**config.mk**
```make
export PLATFORM = sky130hd
export DESIGN_NAME = unified_mem_ctrl_flat
export DESIGN_NICKNAME = d
export VERILOG_FILES = /design/src/rtl/unified_mem_ctrl_if.sv /design/src/rtl/unified_mem_ctrl.sv /design/src/flat_wrapper.sv
export SDC_FILE = /design/constraint.sdc
export NUM_CORES = 1
export LEC_CHECK = 0
export CORE_MARGIN = 2
export CORE_UTILIZATION = 41
export CTS_CLUSTER_SIZE = 20
export DETAILED_ROUTE_END_ITERATION = 7
export PLACE_DENSITY = 0.81
export SYNTH_ARGS = -nofsm -noshare
export SYNTH_HDL_FRONTEND = slang
export SYNTH_SLANG_ARGS = --single-unit
```
**constraint.sdc**
```tcl
create_clock -name clk -period 2 [get_ports clk]
set_input_delay 0.4 -clock clk [delete_from_list [all_inputs] [get_ports clk]]
set_output_delay 0.4 -clock clk [all_outputs]
set_load 0.005 [all_outputs]
```
**src/rtl/unified_mem_ctrl_if.sv**
```systemverilog
// rtl/unified_mem_ctrl_if.sv - cache-side and memory-side signals of the unified miss controller
// slave = controller view; master = caches plus external memory
interface unified_mem_ctrl_if #(
  parameter int LINE_AW = 14,
  parameter int LINE_W  = 64,
  parameter int TAG_W   = 8
);
  logic               i_miss;
  logic [LINE_AW-1:0] i_line_addr;
  logic               i_fill_we;
  logic               d_miss;
  logic               d_dirty;
  logic [LINE_AW-1:0] d_line_addr;
  logic [TAG_W-1:0]   d_victim_tag;
  logic [LINE_W-1:0]  d_evict_data;
  logic               d_fill_we;
  logic [LINE_W-1:0]  fill_data;
  logic               busy;
  logic               mem_re;
  logic               mem_we;
  logic [LINE_AW-1:0] mem_addr;
  logic [LINE_W-1:0]  mem_wdata;
  logic [LINE_W-1:0]  mem_rdata;
  logic               mem_rdy;

  modport slave (
    input  i_miss, i_line_addr, d_miss, d_dirty, d_line_addr, d_victim_tag, d_evict_data,
           mem_rdata, mem_rdy,
    output i_fill_we, d_fill_we, fill_data, busy, mem_re, mem_we, mem_addr, mem_wdata
  );

  modport master (
    output i_miss, i_line_addr, d_miss, d_dirty, d_line_addr, d_victim_tag, d_evict_data,
           mem_rdata, mem_rdy,
    input  i_fill_we, d_fill_we, fill_data, busy, mem_re, mem_we, mem_addr, mem_wdata
  );
endinterface

```
**src/rtl/unified_mem_ctrl.sv**
```systemverilog
// rtl/unified_mem_ctrl.sv - I/D miss controller serialising evictions and fills onto one memory port
// UMEM_IPREFETCH_EN enables the one-line next-line instruction prefetch buffer
module unified_mem_ctrl #(
  parameter int LINE_AW = 14,
  parameter int LINE_W  = 64,
  parameter int TAG_W   = 8
) (
  input  logic                clk,
  input  logic                rst_n,
  unified_mem_ctrl_if.slave   bus
);

`ifdef UMEM_IPREFETCH_EN
  localparam bit PF_EN = 1'b1;
`else
  localparam bit PF_EN = 1'b0;
`endif

  typedef enum logic [2:0] {IDLE, D_EVICT, D_FILL, I_FILL, PF_FILL} state_t;

  state_t             state_q, state_d;
  logic [LINE_AW-1:0] d_addr_q, d_addr_d, v_addr_q, v_addr_d, i_addr_q, i_addr_d;
  logic [LINE_AW-1:0] pf_addr_q, pf_addr_d, pf_next_q, pf_next_d;
  logic [LINE_W-1:0]  wdata_q, wdata_d, fill_q, fill_d, pf_data_q, pf_data_d;
  logic               d_we_q, d_we_d, i_we_q, i_we_d;
  logic               pf_valid_q, pf_valid_d, pf_pend_q, pf_pend_d;
  logic               d_req, i_req, pf_hit;
  logic [LINE_AW-1:0] victim_addr;

  // A miss is still held high during its own fill pulse; mask it so it is not re-served.
  assign d_req       = bus.d_miss & ~d_we_q;
  assign i_req       = bus.i_miss & ~i_we_q;
  assign pf_hit      = PF_EN & pf_valid_q & (pf_addr_q == bus.i_line_addr);
  assign victim_addr = {bus.d_victim_tag, bus.d_line_addr[LINE_AW-TAG_W-1:0]};

  always_comb begin
    state_d    = state_q;
    d_addr_d   = d_addr_q;
    v_addr_d   = v_addr_q;
    i_addr_d   = i_addr_q;
    wdata_d    = wdata_q;
    fill_d     = fill_q;
    pf_addr_d  = pf_addr_q;
    pf_next_d  = pf_next_q;
    pf_data_d  = pf_data_q;
    pf_valid_d = pf_valid_q;
    pf_pend_d  = pf_pend_q;
    d_we_d     = 1'b0;
    i_we_d     = 1'b0;
    case (state_q)
      IDLE: begin
        if (d_req) begin
          d_addr_d = bus.d_line_addr;
          v_addr_d = victim_addr;
          wdata_d  = bus.d_evict_data;
          if (bus.d_dirty) begin
            state_d = D_EVICT;
            if (PF_EN && victim_addr == pf_addr_q) pf_valid_d = 1'b0;
          end else begin
            state_d = D_FILL;
          end
        end else if (i_req) begin
          if (pf_hit) begin
            fill_d     = pf_data_q;
            i_we_d     = 1'b1;
            pf_valid_d = 1'b0;
            pf_pend_d  = 1'b1;
            pf_next_d  = bus.i_line_addr + LINE_AW'(1);
          end else begin
            i_addr_d = bus.i_line_addr;
            state_d  = I_FILL;
          end
        end else if (pf_pend_q) begin
          pf_addr_d  = pf_next_q;
          pf_valid_d = 1'b0;
          pf_pend_d  = 1'b0;
          state_d    = PF_FILL;
        end
      end
      D_EVICT: if (bus.mem_rdy) state_d = D_FILL;
      D_FILL: if (bus.mem_rdy) begin
        fill_d  = bus.mem_rdata;
        d_we_d  = 1'b1;
        state_d = IDLE;
      end
      I_FILL: if (bus.mem_rdy) begin
        // Miss withdrawn before data arrived: drop the line, no prefetch follow-up.
        if (bus.i_miss) begin
          fill_d = bus.mem_rdata;
          i_we_d = 1'b1;
          if (PF_EN) begin
            pf_pend_d = 1'b1;
            pf_next_d = i_addr_q + LINE_AW'(1);
          end
        end
        state_d = IDLE;
      end
      PF_FILL: if (bus.mem_rdy) begin
        pf_data_d  = bus.mem_rdata;
        pf_valid_d = 1'b1;
        state_d    = IDLE;
      end
      default: state_d = IDLE;
    endcase
  end

  always_comb begin
    case (state_q)
      D_EVICT: bus.mem_addr = v_addr_q;
      D_FILL:  bus.mem_addr = d_addr_q;
      I_FILL:  bus.mem_addr = i_addr_q;
      PF_FILL: bus.mem_addr = pf_addr_q;
      default: bus.mem_addr = '0;
    endcase
  end

  assign bus.mem_we    = (state_q == D_EVICT);
  assign bus.mem_re    = (state_q == D_FILL) | (state_q == I_FILL) | (state_q == PF_FILL);
  assign bus.mem_wdata = wdata_q;
  assign bus.fill_data = fill_q;
  assign bus.d_fill_we = d_we_q;
  assign bus.i_fill_we = i_we_q;
  assign bus.busy      = (state_q != IDLE);

  always_ff @(posedge clk or negedge rst_n) begin
    if (!rst_n) begin
      state_q    <= IDLE;
      d_addr_q   <= '0;
      v_addr_q   <= '0;
      i_addr_q   <= '0;
      wdata_q    <= '0;
      fill_q     <= '0;
      pf_addr_q  <= '0;
      pf_next_q  <= '0;
      pf_data_q  <= '0;
      pf_valid_q <= 1'b0;
      pf_pend_q  <= 1'b0;
      d_we_q     <= 1'b0;
      i_we_q     <= 1'b0;
    end else begin
      state_q    <= state_d;
      d_addr_q   <= d_addr_d;
      v_addr_q   <= v_addr_d;
      i_addr_q   <= i_addr_d;
      wdata_q    <= wdata_d;
      fill_q     <= fill_d;
      pf_addr_q  <= pf_addr_d;
      pf_next_q  <= pf_next_d;
      pf_data_q  <= pf_data_d;
      pf_valid_q <= pf_valid_d;
      pf_pend_q  <= pf_pend_d;
      d_we_q     <= d_we_d;
      i_we_q     <= i_we_d;
    end
  end
endmodule

```
**src/flat_wrapper.sv**
```systemverilog
// flat-port wrapper written by rule: the top's interface ports become plain ports
module unified_mem_ctrl_flat 
#(
  parameter int LINE_AW = 14,
  parameter int LINE_W  = 64,
  parameter int TAG_W   = 8
)
  (clk, rst_n, bus_i_miss, bus_i_line_addr, bus_d_miss, bus_d_dirty, bus_d_line_addr, bus_d_victim_tag, bus_d_evict_data, bus_mem_rdata, bus_mem_rdy, bus_i_fill_we, bus_d_fill_we, bus_fill_data, bus_busy, bus_mem_re, bus_mem_we, bus_mem_addr, bus_mem_wdata);
  unified_mem_ctrl_if #(.LINE_AW(LINE_AW), .LINE_W(LINE_W), .TAG_W(TAG_W)) bus_i ();
  input  logic clk;
  input  logic rst_n;
  input wire logic [$bits(bus_i.i_miss)-1:0] bus_i_miss;
  input wire logic [$bits(bus_i.i_line_addr)-1:0] bus_i_line_addr;
  input wire logic [$bits(bus_i.d_miss)-1:0] bus_d_miss;
  input wire logic [$bits(bus_i.d_dirty)-1:0] bus_d_dirty;
  input wire logic [$bits(bus_i.d_line_addr)-1:0] bus_d_line_addr;
  input wire logic [$bits(bus_i.d_victim_tag)-1:0] bus_d_victim_tag;
  input wire logic [$bits(bus_i.d_evict_data)-1:0] bus_d_evict_data;
  input wire logic [$bits(bus_i.mem_rdata)-1:0] bus_mem_rdata;
  input wire logic [$bits(bus_i.mem_rdy)-1:0] bus_mem_rdy;
  output wire logic [$bits(bus_i.i_fill_we)-1:0] bus_i_fill_we;
  output wire logic [$bits(bus_i.d_fill_we)-1:0] bus_d_fill_we;
  output wire logic [$bits(bus_i.fill_data)-1:0] bus_fill_data;
  output wire logic [$bits(bus_i.busy)-1:0] bus_busy;
  output wire logic [$bits(bus_i.mem_re)-1:0] bus_mem_re;
  output wire logic [$bits(bus_i.mem_we)-1:0] bus_mem_we;
  output wire logic [$bits(bus_i.mem_addr)-1:0] bus_mem_addr;
  output wire logic [$bits(bus_i.mem_wdata)-1:0] bus_mem_wdata;
  assign bus_i.i_miss = bus_i_miss;
  assign bus_i.i_line_addr = bus_i_line_addr;
  assign bus_i.d_miss = bus_d_miss;
  assign bus_i.d_dirty = bus_d_dirty;
  assign bus_i.d_line_addr = bus_d_line_addr;
  assign bus_i.d_victim_tag = bus_d_victim_tag;
  assign bus_i.d_evict_data = bus_d_evict_data;
  assign bus_i.mem_rdata = bus_mem_rdata;
  assign bus_i.mem_rdy = bus_mem_rdy;
  assign bus_i_fill_we = bus_i.i_fill_we;
  assign bus_d_fill_we = bus_i.d_fill_we;
  assign bus_fill_data = bus_i.fill_data;
  assign bus_busy = bus_i.busy;
  assign bus_mem_re = bus_i.mem_re;
  assign bus_mem_we = bus_i.mem_we;
  assign bus_mem_addr = bus_i.mem_addr;
  assign bus_mem_wdata = bus_i.mem_wdata;
  unified_mem_ctrl #(.LINE_AW(LINE_AW), .LINE_W(LINE_W), .TAG_W(TAG_W)) u_core (.clk(clk), .rst_n(rst_n), .bus(bus_i));
endmodule
```
* Yosys cells after proc, flatten, opt, wreduce, memory -nomap -nowiden
Cells that the tools add are included. W data, S select, Z words.
Storage, ports and cells: flip-flop bits (word level) 175, input bits 170, output and inout port bits 147
Cells by class: eq/ne operators 10, multiplexer cells 16, bitwise gates (word level) 7, reduce and logical (&&, ||, !) cells 8
Operators with widths (number):
- $mux W64 | 3
- $pmux W64 S2 | 1
- $pmux W14 S3 | 1
- $mux W3 | 4
- $pmux W3 S3 | 1
- $ne A2 B2 Y1 const B | 4
- $eq A3 B2 Y1 const B | 2
- $reduce_and A3 Y1 | 2
- $mux W1 | 5
- $reduce_and A4 Y1 | 1
- $eq A3 B1 Y1 const B | 1
- $eq A3 B3 Y1 const B | 1
- $logic_not A3 Y1 | 1
- $ne A3 B1 Y1 const B | 1
- $not A1 Y1 | 3
- $reduce_bool A3 Y1 | 1
- $reduce_or A3 Y1 | 1
- $and A1 B1 Y1 | 2
- $mux W2 | 1
- $ne A2 B1 Y1 const B | 1
- $or A1 B1 Y1 | 2
- $reduce_and A2 Y1 | 1
- $reduce_bool A2 Y1 | 1

* Depth between registers and ports, before layout
depth in word-level cells 5, mapped depth 5

* Least setup slack after synthesis
No wires, ideal clock.
path kind reg2out, from reg u_core.state_q[0], to out bus_mem_addr[10], data arrival time 1458 ps, data required time 1600 ps, setup slack 142 ps, cell stages (with the launch flop) 5, path buffers 2, cells stage by stage dfrtp_1 buf_2 buf_1 mux2_2 a22o_1
Between the ends: word-level cells in the longest chain between the ends 2, elaborated cells between the ends (all ways) 4, those cells by class eq/ne (3); mux (1)
Ends and longest elaborated chain:
- start: declaration | line unified_mem_ctrl.sv:21 | state_t state_q, state_d;
- start signal: assignment | line unified_mem_ctrl.sv:141 | state_q <= state_d;
- $eq A3 B2 Y1 or $eq A3 B1 Y1 (tied branches) | line unified_mem_ctrl.sv:108 | case (state_q)
- $pmux W14 S3 (*) | line unified_mem_ctrl.sv:108
- end: declaration | line flat_wrapper.sv:27 | output wire logic [$bits(bus_i.mem_addr)-1:0] bus_mem_addr;
Mark *: on every way between the ends. The rest lies on a longest branch, timed or not.

* Worst setup path in the final report
from reg u_core.state_q[0], to reg u_core.v_addr_q[9]
Between the ends: word-level cells in the longest chain between the ends 2
Ends and longest elaborated chain:
- $logic_not A3 Y1 | line unified_mem_ctrl.sv:50 | case (state_q)
- $reduce_and A2 Y1 (no line)
- end signal: assignment | line unified_mem_ctrl.sv:143 | v_addr_q <= v_addr_d;
- end: declaration | line unified_mem_ctrl.sv:22 | logic [LINE_AW-1:0] d_addr_q, d_addr_d, v_addr_q, v_addr_d, i_addr_q, i_addr_d;
Every way passes these cells. A chain may end at the register's enable or synchronous reset.

==> reports/qor.txt <==
Final WL = 19300 um
Placed cells = 944
RSZ-0062 raised after global routing = yes
Vias per cell = 4.84
CP peak stage delay = 0.44 ns
DP HPWL = 13800 um
Post-synthesis cell count = 401
Cell area after synthesis = 6590 sq um
CTS H-Tree Depth = 4
Drt pass-1 iters = 4
Fillers = 1062
Die ar. = 17100 sq um
Final hold vios = 0
NumNets Final = 945
Via count of the first global-routing pass = 5176
Final period utilization = 1.07
Die Y = 131 um
Pins Over Slew Limit = 0
Max-slew headroom = 0.673
Critical path startpoint category = register
Wire length per cell = 19.2 um
Lkg Pwr = 4.81 nW
Placer Congestion = 0.752
Yosys warnings = 0
Top cell by count, worst path = buf_6
Final WS setup = -0.140 ns
Worst-path maximum fanout = 8
Clock buffer count from CTS = 17
Most frequent cells in the layout = clkdlybuf4s50_1 (299), dfrtp_1 (166), mux2_2 (159)
Later-pin clock latency in the skew report = 0.42 ns
Tightest Pin Transition = 0.490 ns
Crit path kind = reg2reg
Global-route usage over all layers = 0.209
Avg Inst Size Synth = 16.4 sq um
Worst EP arrival = 2.43 ns
Share of cells above drive strength 1 = 0.368
Core Region = 15800 sq um
Rows = 46
Initial antenna violation count = 0
Fmax = 0.467 GHz
CP Buf/Inv Count = 7
CTS tree = yes
Number of diodes = 0
Total number of vias = 4861
Largest net degree at the start of global routing = 53
Area grow syn2layout = 72.2%
Critical path, cell by cell = buf_4 -> buf_12 -> buf_6 -> buf_6 -> nor4b_4 -> buf_6 -> buf_8 -> clkbuf_16 -> mux2_2
Sequential share of the synthesized area = 0.638
Initial core utilization = 0.418
Worst vdd ir = 810 uV
Maxcap violations = 0
I/O Pins = 317
First-pass GRT wire length = 27000 um
Worst path top cell family by delay = buffers and inverters
Reg area = 4210 sq um
Type of the worst min-delay path = reg2reg
GRT Residual Overflow = 0
Final setup violation count = 98
TritonCTS Sinks = 168
Port bufs = 316
Crit end category = register
Post-synth net total = 571
Synth cell types = 19
Die width = 131 um
Data required time of the worst path = 2.29 ns
Detail Route Antenna Nets = 0
CTS root buf = clkbuf_16
Total power = 0.0177 W
Post-layout min period = 2.14 ns
Outcome = finished, violations left
P per Cell Area = 1560 nW/um^2
Final Non-Filler Cells = 1004
Failing checks = negative setup slack
Slowest stage cell, crit path = dfrtp_2
Worst-path clk slew = 0.06 ns
Iteration-0 DRC count of the detailed router = 153
Multi-input gate area = 2330 sq um
Register bit count reported by yosys = 168
Clock tree buffer depth = 2
Leading cell type in the layout, fill and taps excluded = clkdlybuf4s50_1
Drt drc = 0
Max Clock Skew = 0.00854 ns
==> cell families (layout without fill, tap and decap cells) <==
group	Yosys count	in the layout	synth area share
DFF	168	168	0.638
muxes	179	179	0.306
buffers and inverters	24	411	0.0211
AOI/OAI and AO/OA	17	17	0.0226
and+or+nand+nor	13	13	0.0125
==> routing by layer <==
layer | wire (um) | global-route usage
met1 | 7070 | 0.226
met2 | 10100 | 0.371
met3 | 1690 | 0.0790
met4 | 493 | 0.0851
met5 | 0 | 0
==> path summary, 6_finish.rpt <==
check                                                     startpoint  slack [ns]                                    to  cells past startpoint
worst max-delay path                   u_core.state_q[0]$_DFFE_PN0P_       -0.14        u_core.v_addr_q[9]$_DFFE_PN0P_                      9
min in group asynchronous                                      rst_n        0.50  u_core.bus.fill_data[30]$_DFFE_PN0P_                      2
max in group asynchronous                                      rst_n        0.84        u_core.i_addr_q[7]$_DFFE_PN0P_                      3
worst max register to register         u_core.state_q[0]$_DFFE_PN0P_       -0.14        u_core.v_addr_q[9]$_DFFE_PN0P_                      9
worst min register to register  u_core.bus.fill_data[34]$_DFFE_PN0P_        0.49  u_core.bus.fill_data[34]$_DFFE_PN0P_                      1
worst min-delay path            u_core.bus.fill_data[34]$_DFFE_PN0P_        0.49  u_core.bus.fill_data[34]$_DFFE_PN0P_                      1
==> cell usage after synthesis <==
library cell | instances | share of area
inv_1 | 2 | 0.0011
nand4b_2 | 1 | 0.0023
nor4b_2 | 1 | 0.0023
buf_4 | 10 | 0.011
nand2_1 | 3 | 0.0017
buf_2 | 9 | 0.0068
mux2_2 | 174 | 0.30
a21oi_4 | 1 | 0.0025
nand2b_1 | 3 | 0.0028
a21oi_1 | 1 | 0.00076
mux2_1 | 5 | 0.0085
nor2b_1 | 1 | 0.00095
nand3_1 | 1 | 0.00076
o21ai_0 | 1 | 0.00076
dfrtp_1 | 168 | 0.64
clkbuf_1 | 2 | 0.0011
a22o_1 | 14 | 0.019
nor2_1 | 3 | 0.0017
buf_1 | 1 | 0.00057
==> stage by stage <==
step	utilization	cell area [sq um]	setup slack [ns]	setup TNS [ns]	hold slack [ns]
4_1_cts	0.702	11100	-0.161	-6.36	0.490
3_3_place_gp	0.652	10300	0.00548	0	0.371
5_1_grt	0.720	11400	-0.178	-11.88	0.507
2_1_floorplan	-	6590	0.142	0	0.104
3_5_place_dp	0.652	10300	-0.0334	-0.505	0.377
6_report	0.720	11400	-0.140	-7.94	0.486
==> report_power, final <==
part           leakage (nW)  switching, W  internal [W]
combinational          2.53       0.00252       0.00557
sequential             1.98      0.000985       0.00515
clock                 0.303       0.00141       0.00212
total                  4.81       0.00491        0.0128
==> what timing repair did <==
action                                  4_1_cts  5_1_grt
buffers inserted                             14        4
gates resized for setup                      83       18
hold endpoints to repair                     46        0
endpoints found under the setup margin       16      137
pin swaps                                     5        3
cloned                                        1       10
hold buffers                                  1        0
==> registers in the layout, summed over array words and instances, names as in the netlist <==
signal,count
u_core.v_addr_q,8
u_core.state_q,2
u_core.bus.fill_data,64
u_core.bus.mem_wdata,64
u_core.bus.d_fill_we,1
u_core.d_addr_q,14
u_core.bus.i_fill_we,1
u_core.i_addr_q,14
==> worst register-to-register path: stages, from the launching register on <==
cell and delay [ns]:
dfrtp_2 0.44, buf_4 0.16, buf_12 0.12, buf_6 0.11, buf_6 0.11, nor4b_4 0.25
buf_6 0.17, buf_8 0.15, clkbuf_16 0.17, mux2_2 0.34
==> area by class of cell <==
type / instances / share of cell area
multi-input combinational: 209 / 0.205
inverter: 2 / 0.000661
tap: 216 / 0.0238
clock inverter: 15 / 0.0186
clock buffer: 17 / 0.0375
timing repair buffer: 377 / 0.344
sequential: 168 / 0.371
(Power assumes the default switching activity.)
